$ cat src/rtl/lsu_mem_stage.sv
// lsu_mem_stage
//   Load/store unit for the MEM stage. It takes one entry from EX/MEM and, for an
//   aligned load or store, drives the data-memory port for exactly one cycle.
//   Load data is shifted down to the access offset, then sign- or zero-extended.
//   The result is held for WB under a valid/ready handshake. Non-memory entries
//   and misaligned accesses skip the memory cycle and pass the ALU result through.
//
// Ports
//   clock, reset              : clock, asynchronous active-high reset
//   in_valid / in_ready       : EX/MEM entry handshake
//   in_is_load, in_is_store,
//   in_funct3, in_addr,
//   in_wdata, in_rd, in_rd_wen: entry fields
//   mem_raddr .. mem_write_en : request to the data-memory block
//   mem_rdata                 : combinational read data, valid while mem_read_en=1
//   out_valid / out_ready     : WB handshake
//   out_result, out_rd,
//   out_rd_wen, out_misalign  : WB entry fields
//
// Handshake: a transfer happens on a rising clock edge where valid and ready
// are both 1. The producer holds valid and its payload until that transfer.
// The consumer may drive ready regardless of valid. in_ready is 1 only in IDLE,
// so there is never back-to-back acceptance.
module lsu_mem_stage #(
    parameter int XLEN = 64,
    parameter int RD_W = 5
) (
    input  logic            clock,
    input  logic            reset,
    input  logic            in_valid,
    output logic            in_ready,
    input  logic            in_is_load,
    input  logic            in_is_store,
    input  logic [2:0]      in_funct3,
    input  logic [XLEN-1:0] in_addr,
    input  logic [XLEN-1:0] in_wdata,
    input  logic [RD_W-1:0] in_rd,
    input  logic            in_rd_wen,
    output logic [XLEN-1:0] mem_raddr,
    output logic            mem_read_en,
    output logic [XLEN-1:0] mem_waddr,
    output logic [XLEN-1:0] mem_wdata,
    output logic [7:0]      mem_wmask,
    output logic            mem_write_en,
    input  logic [XLEN-1:0] mem_rdata,
    output logic            out_valid,
    input  logic            out_ready,
    output logic [XLEN-1:0] out_result,
    output logic [RD_W-1:0] out_rd,
    output logic            out_rd_wen,
    output logic            out_misalign
);

    typedef enum logic [1:0] {
        IDLE   = 2'd0,
        ACCESS = 2'd1,
        DONE   = 2'd2
    } state_t;

    state_t          state_q, state_d;
    logic            load_q, load_d;
    logic            store_q, store_d;
    logic [2:0]      funct3_q, funct3_d;
    logic [XLEN-1:0] addr_q, addr_d;
    logic [XLEN-1:0] wdata_q, wdata_d;
    logic [RD_W-1:0] rd_q, rd_d;
    logic            rd_wen_q, rd_wen_d;
    logic [XLEN-1:0] out_result_q, out_result_d;
    logic [RD_W-1:0] out_rd_q, out_rd_d;
    logic            out_rd_wen_q, out_rd_wen_d;
    logic            out_misalign_q, out_misalign_d;

    // Alignment of the incoming entry. Size comes from funct3[1:0] for loads and stores alike.
    logic in_is_mem;
    logic in_unaligned;
    logic in_mis;

    always_comb begin
        in_unaligned = 1'b0;
        case (in_funct3[1:0])
            2'd0:    in_unaligned = 1'b0;
            2'd1:    in_unaligned = in_addr[0];
            2'd2:    in_unaligned = |in_addr[1:0];
            default: in_unaligned = |in_addr[2:0];
        endcase
    end

    assign in_is_mem = in_is_load | in_is_store;
    assign in_mis    = in_is_mem & in_unaligned;

    // Memory-side datapath, derived from the latched entry.
    logic [2:0]      offset;
    logic [5:0]      shamt;
    logic [XLEN-1:0] shifted;
    logic [XLEN-1:0] load_ext;
    logic [7:0]      size_mask;

    assign offset  = addr_q[2:0];
    assign shamt   = {offset, 3'b000};
    assign shifted = mem_rdata >> shamt;

    always_comb begin
        load_ext = shifted;
        case (funct3_q)
            3'b000:  load_ext = {{(XLEN-8){shifted[7]}},   shifted[7:0]};
            3'b001:  load_ext = {{(XLEN-16){shifted[15]}}, shifted[15:0]};
            3'b010:  load_ext = {{(XLEN-32){shifted[31]}}, shifted[31:0]};
            3'b100:  load_ext = {{(XLEN-8){1'b0}},         shifted[7:0]};
            3'b101:  load_ext = {{(XLEN-16){1'b0}},        shifted[15:0]};
            3'b110:  load_ext = {{(XLEN-32){1'b0}},        shifted[31:0]};
            default: load_ext = shifted;  // 011 LD, and 111 also treated as LD
        endcase
    end

    always_comb begin
        size_mask = 8'hFF;
        case (funct3_q[1:0])
            2'd0:    size_mask = 8'h01;
            2'd1:    size_mask = 8'h03;
            2'd2:    size_mask = 8'h0F;
            default: size_mask = 8'hFF;
        endcase
    end

    assign mem_raddr    = {addr_q[XLEN-1:3], 3'b000};
    assign mem_waddr    = {addr_q[XLEN-1:3], 3'b000};
    assign mem_wmask    = size_mask << offset;
    assign mem_wdata    = wdata_q << shamt;
    // Enables decode straight from the state register, so an asynchronous reset drops them at once.
    assign mem_read_en  = (state_q == ACCESS) && load_q;
    assign mem_write_en = (state_q == ACCESS) && store_q;

    assign in_ready     = (state_q == IDLE);
    assign out_valid    = (state_q == DONE);
    assign out_result   = out_result_q;
    assign out_rd       = out_rd_q;
    assign out_rd_wen   = out_rd_wen_q;
    assign out_misalign = out_misalign_q;

    always_comb begin
        state_d        = state_q;
        load_d         = load_q;
        store_d        = store_q;
        funct3_d       = funct3_q;
        addr_d         = addr_q;
        wdata_d        = wdata_q;
        rd_d           = rd_q;
        rd_wen_d       = rd_wen_q;
        out_result_d   = out_result_q;
        out_rd_d       = out_rd_q;
        out_rd_wen_d   = out_rd_wen_q;
        out_misalign_d = out_misalign_q;
        case (state_q)
            IDLE: begin
                if (in_valid) begin
                    load_d   = in_is_load;
                    store_d  = in_is_store & ~in_is_load;  // load wins when both are set
                    funct3_d = in_funct3;
                    addr_d   = in_addr;
                    wdata_d  = in_wdata;
                    rd_d     = in_rd;
                    rd_wen_d = in_rd_wen;
                    if (in_is_mem && !in_mis) begin
                        state_d = ACCESS;
                    end else begin
                        state_d        = DONE;
                        out_result_d   = in_addr;
                        out_rd_d       = in_rd;
                        out_rd_wen_d   = in_rd_wen & ~in_mis;
                        out_misalign_d = in_mis;
                    end
                end
            end
            ACCESS: begin
                state_d        = DONE;
                out_rd_d       = rd_q;
                out_misalign_d = 1'b0;
                if (load_q) begin
                    out_result_d = load_ext;
                    out_rd_wen_d = rd_wen_q;
                end else begin
                    out_result_d = '0;
                    out_rd_wen_d = 1'b0;
                end
            end
            DONE: begin
                if (out_ready) state_d = IDLE;
            end
            default: state_d = IDLE;
        endcase
    end

    always_ff @(posedge clock or posedge reset) begin
        if (reset) begin
            state_q        <= IDLE;
            load_q         <= 1'b0;
            store_q        <= 1'b0;
            funct3_q       <= '0;
            addr_q         <= '0;
            wdata_q        <= '0;
            rd_q           <= '0;
            rd_wen_q       <= 1'b0;
            out_result_q   <= '0;
            out_rd_q       <= '0;
            out_rd_wen_q   <= 1'b0;
            out_misalign_q <= 1'b0;
        end else begin
            state_q        <= state_d;
            load_q         <= load_d;
            store_q        <= store_d;
            funct3_q       <= funct3_d;
            addr_q         <= addr_d;
            wdata_q        <= wdata_d;
            rd_q           <= rd_d;
            rd_wen_q       <= rd_wen_d;
            out_result_q   <= out_result_d;
            out_rd_q       <= out_rd_d;
            out_rd_wen_q   <= out_rd_wen_d;
            out_misalign_q <= out_misalign_d;
        end
    end

endmodule

$ cat config.mk
export PLATFORM = sky130hd
export DESIGN_NAME = lsu_mem_stage
export DESIGN_NICKNAME = d
export VERILOG_FILES = /design/src/rtl/lsu_mem_stage.sv
export SDC_FILE = /design/constraint.sdc
export NUM_CORES = 1
export LEC_CHECK = 0
export ABC_AREA = 1
export BUFFER_PORTS_ARGS = -buffer_cell sky130_fd_sc_hd__buf_2
export CAP_MARGIN = 25
export CORE_AREA = 2 2 185 187
export DETAILED_ROUTE_END_ITERATION = 12
export DIE_AREA = 0 0 187 189
export PLACE_DENSITY = 0.71
export SLEW_MARGIN = 10
export SYNTH_ARGS = -nofsm -noshare
export SYNTH_HDL_FRONTEND = slang
export SYNTH_SLANG_ARGS = --single-unit
$ cat constraint.sdc
create_clock -name clock -period 9.3 [get_ports clock]
set_clock_uncertainty 0.15 [all_clocks]
set_input_delay 0.93 -clock clock [delete_from_list [all_inputs] [get_ports clock]]
set_output_delay 0.93 -clock clock [all_outputs]
set_load 0.02 [all_outputs]
==> results.json, run 1 <==
{
  "run_status": "finished clean",
  "post-dp-hpwl_mm": 39.0,
  "post_synthesis_compound_gate_area_fraction_pct": 17.1,
  "power_mw": 5.23,
  "synthSimpleGateAreaFrac_pct": 27.8,
  "worstMarginPinSlew_ns": 1.06,
  "crit_path_cell_trace": "buf_4 -> inv_4 -> nor2_4 -> inv_2 -> o22ai_1 -> nor2_1 -> a31oi_1 -> buf_2",
  "gpl.final_weighted_congestion": 0.952,
  "stdcell_area_mm2": 0.0157,
  "globalRouteTotalUtil_pct": 28.7,
  "synth.distinct_cells": 32,
  "post_drt_wl_per_cell_um": 19.7,
  "cts.repair_timing.setup_buffer_count": 0,
  "cts_root_buffer": "clkbuf_16",
  "die_h_um": 189,
  "synth-seq-cells": 212,
  "grt_busiest_layer": "met2",
  "number_of_antenna_violations_at_the_first_check_in_global_routing": 17,
  "cellLeakagePower_nw": 8.20,
  "global_route.usage.met2_pct": 48.6,
  "data_arrival_time_of_the_critical_path_ns": 3.69,
  "cts_hold_buf": 0,
  "cts_tree": "yes",
  "ir_drop_uv": 208,
  "netlist_instances": 1937,
  "worst_setup_path_end_kind": "primary output",
  "combinational_family_with_the_most_area_after_synthesis": "simple AND/OR/NAND/NOR gates",
  "maxCapViolCount": 0,
  "post_cts.resized_instances": 0,
  "r2r_setup_slack_ns": 5.22,
  "setup_viol": 0,
  "detailed_place.area_mm2": 0.0148,
  "grt_max_degree": 102,
  "final-hold-violation-count": 0,
  "antenna_violating_nets_post_route": 0,
  "die_w_um": 187,
  "full_die_area_mm2": 0.0353,
  "yosys.area_share.xor_xnor_pct": 0,
  "synth.avg_cell_area_um2": 6.87,
  "synthMuxAreaShare_pct": 1.05,
  "timing.critical_path.required_ns": 8.22,
  "cts.clk_slew.worst_paths_ns": 0.06,
  "cts_buffers": 26,
  "vias_per_cell": 5.26,
  "synthesis.area_mm2": 0.0133,
  "grt_use_met1_pct": 35.4,
  "timing.slew.headroom_pct": 29.6,
  "syn2layout_area_growth_pct": 18.1,
  "detail_route.wirelength_mm": 52.6,
  "detailedRoute.firstIterationViolations": 1051,
  "timing.final.crit_share_pct": 51.3,
  "maxClockFrequency_mhz": 210,
  "floorplan.core_area_mm2": 0.0333,
  "remaining_global_route_overflow": 0,
  "first_pass_iters": 5,
  "finalMaxSlewViolations": 0,
  "placement_rows": 67,
  "clock_tree.htree_level_count": 1,
  "ys_seq_area_share_pct": 39.8,
  "via_count_of_the_first_global_routing_pass": 13500,
  "drive_gt1_share_pct": 25.2,
  "critical-path-max-stage-delay_ns": 0.80,
  "power-per-cell-area_mw_per_mm2": 333,
  "clockBufferDepth": 3,
  "finalCriticalPeriod_ns": 4.77,
  "clock_sink_count": 212,
  "num-nets-final": 2406,
  "start_util_pct": 40.0,
  "cp_max_fo": 101,
  "setup-tns-final_ns": 0,
  "fin_worst_hold_slack_ns": 0.286,
  "cp-start-kind": "flop",
  "ys.warnings.count": 0,
  "first_pass_grt_wire_length_mm": 79.0,
  "synth_fa_ha_area_share_pct": 0,
  "class_of_the_worst_hold_path": "in2async",
  "gr-usage-met3_pct": 5.26,
  "critPathSlowestCell": "buf_4",
  "path_class": "reg2out",
  "worstSkewPairLatency_ns": 0.56,
  "number_of_primary_i_o_pins": 482,
  "grt_setup_unrepaired": "false",
  "routed-via-count": 14100,
  "drc": 0,
  "io_buffers": 475
}
==> kinds of logic (layout without fill, tap and decap cells) <==
logic type | after synthesis | in the layout
DFF | 212 | 212
other | 1 | 17
buffers and inverters | 344 | 618
muxes | 14 | 14
AOI/OAI and AO/OA | 440 | 440
and+or+nand+nor | 926 | 926
==> metal layers <==
metal	up-vias	wire, um
li1	6677	-
met3	137	3910
met2	686	25200
met4	12	2610
met5	-	81
met1	6558	20900
==> through the flow <==
step	std cells	setup WS [ns]	util (%)
2_1_floorplan	1942	2.43	-
3_3_place_gp	2616	5.16	44.5
3_5_place_dp	2616	5.16	44.5
4_1_cts	2661	4.55	47.0
5_1_grt	2674	4.37	47.2
6_report	2675	4.53	47.2
==> placed cells by master, fill, tap and decap left out, drive strengths merged <==
cell type / n
a21oi: 173
a22oi: 2
a31oi: 7
buf: 491
bufinv: 1
clkbuf: 32
clkinv: 8
clkinvlp: 4
conb: 6
dfrtp: 212
diode: 11
inv: 82
mux2i: 14
nand2: 664
nand3: 126
nor2: 131
nor3: 1
o211ai: 16
o21a: 1
o21ai: 230
o22ai: 9
o31ai: 2
or2: 4
==> final cells by class <==
| class | count | area [um^2] |
|---|---|---|
| repair buffers | 491 | 2540 |
| flip-flops and latches | 212 | 5310 |
| diodes | 11 | 27.5 |
| multi-input cells | 1386 | 6140 |
| clock buffers | 32 | 693 |
| clock inverters | 13 | 115 |
| fillers | 3466 | 17600 |
| inverters | 82 | 325 |
| well taps | 448 | 561 |
==> Yosys cell counts <==
| master | n | area share, % |
|---|---|---|
| inv_2 | 5 | 0.14 |
| nor2_8 | 1 | 0.15 |
| inv_4 | 2 | 0.094 |
| mux2i_1 | 14 | 1.1 |
| nor2_4 | 2 | 0.17 |
| buf_2 | 58 | 2.2 |
| nand3_1 | 125 | 4.7 |
| clkinv_1 | 2 | 0.056 |
| buf_4 | 138 | 7.8 |
| a21oi_1 | 173 | 6.5 |
| buf_1 | 9 | 0.25 |
| nor3_1 | 1 | 0.038 |
| o211ai_1 | 16 | 0.90 |
| clkbuf_2 | 2 | 0.075 |
| o22ai_1 | 9 | 0.42 |
| dfrtp_1 | 212 | 40 |
| nand3_4 | 1 | 0.13 |
| or2_2 | 4 | 0.19 |
| inv_1 | 73 | 2.1 |
| o21ai_0 | 207 | 7.8 |
| a22oi_1 | 2 | 0.11 |
| nand2_2 | 2 | 0.094 |
| nand2_1 | 662 | 19 |
| a31oi_1 | 7 | 0.33 |
| nor2_1 | 127 | 3.6 |
| o31ai_1 | 2 | 0.11 |
| nor2_2 | 1 | 0.047 |
| buf_6 | 1 | 0.085 |
| o21a_1 | 1 | 0.056 |
| clkbuf_1 | 54 | 1.5 |
| o21ai_1 | 23 | 0.86 |
| conb_1 | 1 | 0.028 |
==> sequential cells by signal (all words and copies together), names as in the netlist, 2 cells and up <==
name / cells
addr_q: 64
funct3_q: 3
wdata_q: 64
out_rd: 5
state_q: 2
rd_q: 5
out_result: 64
==> worst paths after layout <==
path / cells past startpoint / to / from
min in group clock: 2 / wdata_q[56]$_DFFE_PP0P_ / wdata_q[56]$_DFFE_PP0P_
max in group asynchronous: 4 / addr_q[0]$_DFFE_PP0P_ / reset
setup reg to reg: 10 / out_result[24]$_DFFE_PP0P_ / addr_q[1]$_DFFE_PP0P_
hold reg to reg: 2 / wdata_q[56]$_DFFE_PP0P_ / wdata_q[56]$_DFFE_PP0P_
hold / removal: 2 / addr_q[21]$_DFFE_PP0P_ / reset
setup / recovery: 8 / mem_wdata[51] / addr_q[1]$_DFFE_PP0P_
==> report_power, final <==
part | internal, mW | switching, mW
Combinational | 0.792 | 1.98
Sequential | 1.24 | 0.232
Clock | 0.557 | 0.429
Total | 2.59 | 2.64
==> worst max-delay path: cells and delay by family, from the launching register on <==
family / cells / cell delay (ns)
and+or+nand+nor: 2 / 0.47
DFF: 1 / 0.39
AOI/OAI and AO/OA: 2 / 0.55
buffers and inverters: 4 / 1.70
(Power assumes the default switching activity.)
==> run 2: changes to the inputs <==
--- a/config.mk
+++ b/config.mk
@@ -8,9 +8,9 @@
 export ABC_AREA = 1
 export BUFFER_PORTS_ARGS = -buffer_cell sky130_fd_sc_hd__buf_2
 export CAP_MARGIN = 25
-export CORE_AREA = 2 2 185 187
+export CORE_AREA = 2 2 189 191
 export DETAILED_ROUTE_END_ITERATION = 12
-export DIE_AREA = 0 0 187 189
+export DIE_AREA = 0 0 191 193
 export PLACE_DENSITY = 0.71
 export SLEW_MARGIN = 10
 export SYNTH_ARGS = -nofsm -noshare
==> constraint.sdc (replaced) <==
create_clock -name clock -period 4.3 [get_ports clock]
set_clock_uncertainty 0.15 [all_clocks]
set_input_delay 0.43 -clock clock [delete_from_list [all_inputs] [get_ports clock]]
set_output_delay 0.43 -clock clock [all_outputs]
set_load 0.02 [all_outputs]
==> run 2 against run 1 <==
Effect of this change:
- total power rose by 120%
- register-to-register slack lost 4.3 ns
- largest power group unchanged
- critical endpoint is now mem_wmask[5]
- die area is 4.3% higher
- clock power rose by 120%
- via count up 3.6%
- first-iteration DRC count increased by 7.0%
==> results.json, run 2 (synthesized netlist as in run 1, its figures left out) <==
{
  "first_pass_grt_wire_length_mm": 82.3,
  "cpMostUsedCell": "o21ai_0",
  "grt_setup_unrepaired": "false",
  "placement_rows": 69,
  "vias_per_cell": 5.18,
  "layout.filler_cells": 3533,
  "crit_buf_inv": 2,
  "timing.critical_path.required_ns": 3.72,
  "worstSkewPairLatency_ns": 0.54,
  "ir_drop_uv": 458,
  "setup-tns-final_ns": 0,
  "leading_cell_type_in_the_layout_fill_and_taps_excluded": "nand2_1",
  "power-per-cell-area_mw_per_mm2": 672,
  "die_h_um": 193,
  "clock_tree.htree_level_count": 1,
  "clock_sink_count": 212,
  "cp-start-kind": "flop",
  "timing.critical_path.from": "funct3_q[1]$_DFFE_PP0P_",
  "leading_cell_types_in_the_layout_fill_and_taps_excluded": "660 x nand2_1, 475 x buf_2, 209 x dfrtp_1",
  "cts.repair_timing.setup_buffer_count": 0,
  "finalMaxSlewViolations": 0,
  "full_die_area_mm2": 0.0369,
  "area_of_the_multi_input_gates_mm2": 0.00614,
  "maxClockFrequency_mhz": 280,
  "cts_tree": "yes",
  "globalRouteTotalUtil_pct": 29.0,
  "antenna_violating_nets_post_route": 0,
  "worstMarginPinSlew_ns": 0.998,
  "timing.final.crit_share_pct": 83.2,
  "cts_root_buffer": "clkbuf_16",
  "place.detailed.instances": 2632,
  "path_class": "reg2out",
  "drc": 0,
  "worst_slack_ns": 0.723,
  "worst_setup_path_end_kind": "primary output",
  "start_util_pct": 38.1,
  "class_of_the_worst_hold_path": "in2reg",
  "critPathSlowestCell": "dfrtp_1",
  "routed-via-count": 14600,
  "delay_heaviest_family_cp": "compound AO/OA/AOI/OAI gates",
  "critical-path-max-stage-delay_ns": 0.57,
  "grt_max_degree": 131,
  "via_count_of_the_first_global_routing_pass": 14200,
  "syn2layout_area_growth_pct": 28.0,
  "post-dp-hpwl_mm": 39.0,
  "num-nets-final": 2535,
  "first_pass_iters": 6,
  "clockBufferDepth": 3,
  "timing.slew.headroom_pct": 33.4,
  "min-delay-start": "in_wdata[16]",
  "seq_area_mm2": 0.00531,
  "drive_gt1_share_pct": 23.7,
  "gpl.final_weighted_congestion": 0.914,
  "floorplan.core_area_mm2": 0.0350,
  "detailedRoute.firstIterationViolations": 1125,
  "cellLeakagePower_nw": 8.75,
  "io_buffers": 475,
  "run_status": "finished clean",
  "setup_viol": 0,
  "data_arrival_time_of_the_critical_path_ns": 3.00,
  "maxCapViolCount": 0,
  "die_w_um": 191,
  "crit_path_cell_trace": "inv_1 -> nand2_1 -> o21ai_0 -> o21ai_0 -> buf_2",
  "reg2reg_from": "addr_q[0]$_DFFE_PP0P_",
  "final-hold-violation-count": 0,
  "cp_max_fo": 14,
  "post-place-ws_ns": 0.926,
  "number_of_antenna_violations_at_the_first_check_in_global_routing": 11,
  "cts.clk_slew.worst_paths_ns": 0.06,
  "number_of_primary_i_o_pins": 482,
  "remaining_global_route_overflow": 0,
  "finalCriticalPeriod_ns": 3.58,
  "cts_buffers": 25,
  "detail_route.wirelength_mm": 55.2,
  "final-instance-count-excl-fill": 2811,
  "post_drt_wl_per_cell_um": 19.6
}
## run 2: power by group
group          internal (mW)  switching (mW)
registers               2.68           0.599
logic                   1.80            4.22
clock network           1.27           0.887
## run 2: metrics by stage
stage	hold WS, ns	power [mW]	cell area (um^2)	util [%]
2_1_floorplan	0.299	7.54	13300	-
3_3_place_gp	0.312	9.14	14900	42.7
3_5_place_dp	0.315	9.18	14900	42.7
4_1_cts	0.00333	11.5	17000	48.7
5_1_grt	0.0119	12.2	17000	48.7
6_report	0.0101	11.5	17000	48.7
## run 2: metal layers
layer / share of wire (%) / wire length [um] / up-vias / track usage, %
met2: 49 / 27300 / 676 / 51.3
met5: 0.12 / 64 / - / 0
met1: 40 / 22000 / 6845 / 35.6
li1: - / - / 6930 / -
met3: 7.1 / 3940 / 112 / 4.85
met4: 3.4 / 1860 / 10 / 10.0
## run 2: worst reg2reg max path, stage by stage, from the launching register on
cell and delay [ns]:
dfrtp_4 0.89, inv_2 0.45, nand2_1 0.18, nand3_1 0.10
nand3_1 0.13, nand2_1 0.10, nand2_2 0.26, nand2_2 0.50
o21ai_0 0.42, a21oi_1 0.10
## run 2: repair_timing
item	in CTS	in global routing
hold endpoints to repair	220	0
resized for setup	0	0
hold buffers	130	0
## run 2: area by class of cell
cell class,instances,area share (%)
diodes,7,0.103
clock buffers,34,4.16
clock inverters,8,0.587
inverters,82,1.89
multi-input cells,1386,36.0
flip-flops and latches,212,31.2
well taps,461,3.38
repair buffers,621,22.7
## run 2: path summary, 6_finish.rpt
| check | endpoint | slack (ns) | depth (start not counted) |
|---|---|---|---|
| max in group asynchronous | addr_q[0]$_DFFE_PP0P_ | 2.81 | 4 |
| worst max-delay path | mem_wmask[5] | 0.72 | 5 |
| min in group asynchronous | addr_q[13]$_DFFE_PP0P_ | 0.44 | 4 |
| worst min register to register | rd_q[1]$_DFFE_PP0P_ | 0.33 | 2 |
| worst max register to register | out_result[32]$_DFFE_PP0P_ | 0.91 | 9 |
| worst min-delay path | wdata_q[16]$_DFFE_PP0P_ | 0.01 | 3 |
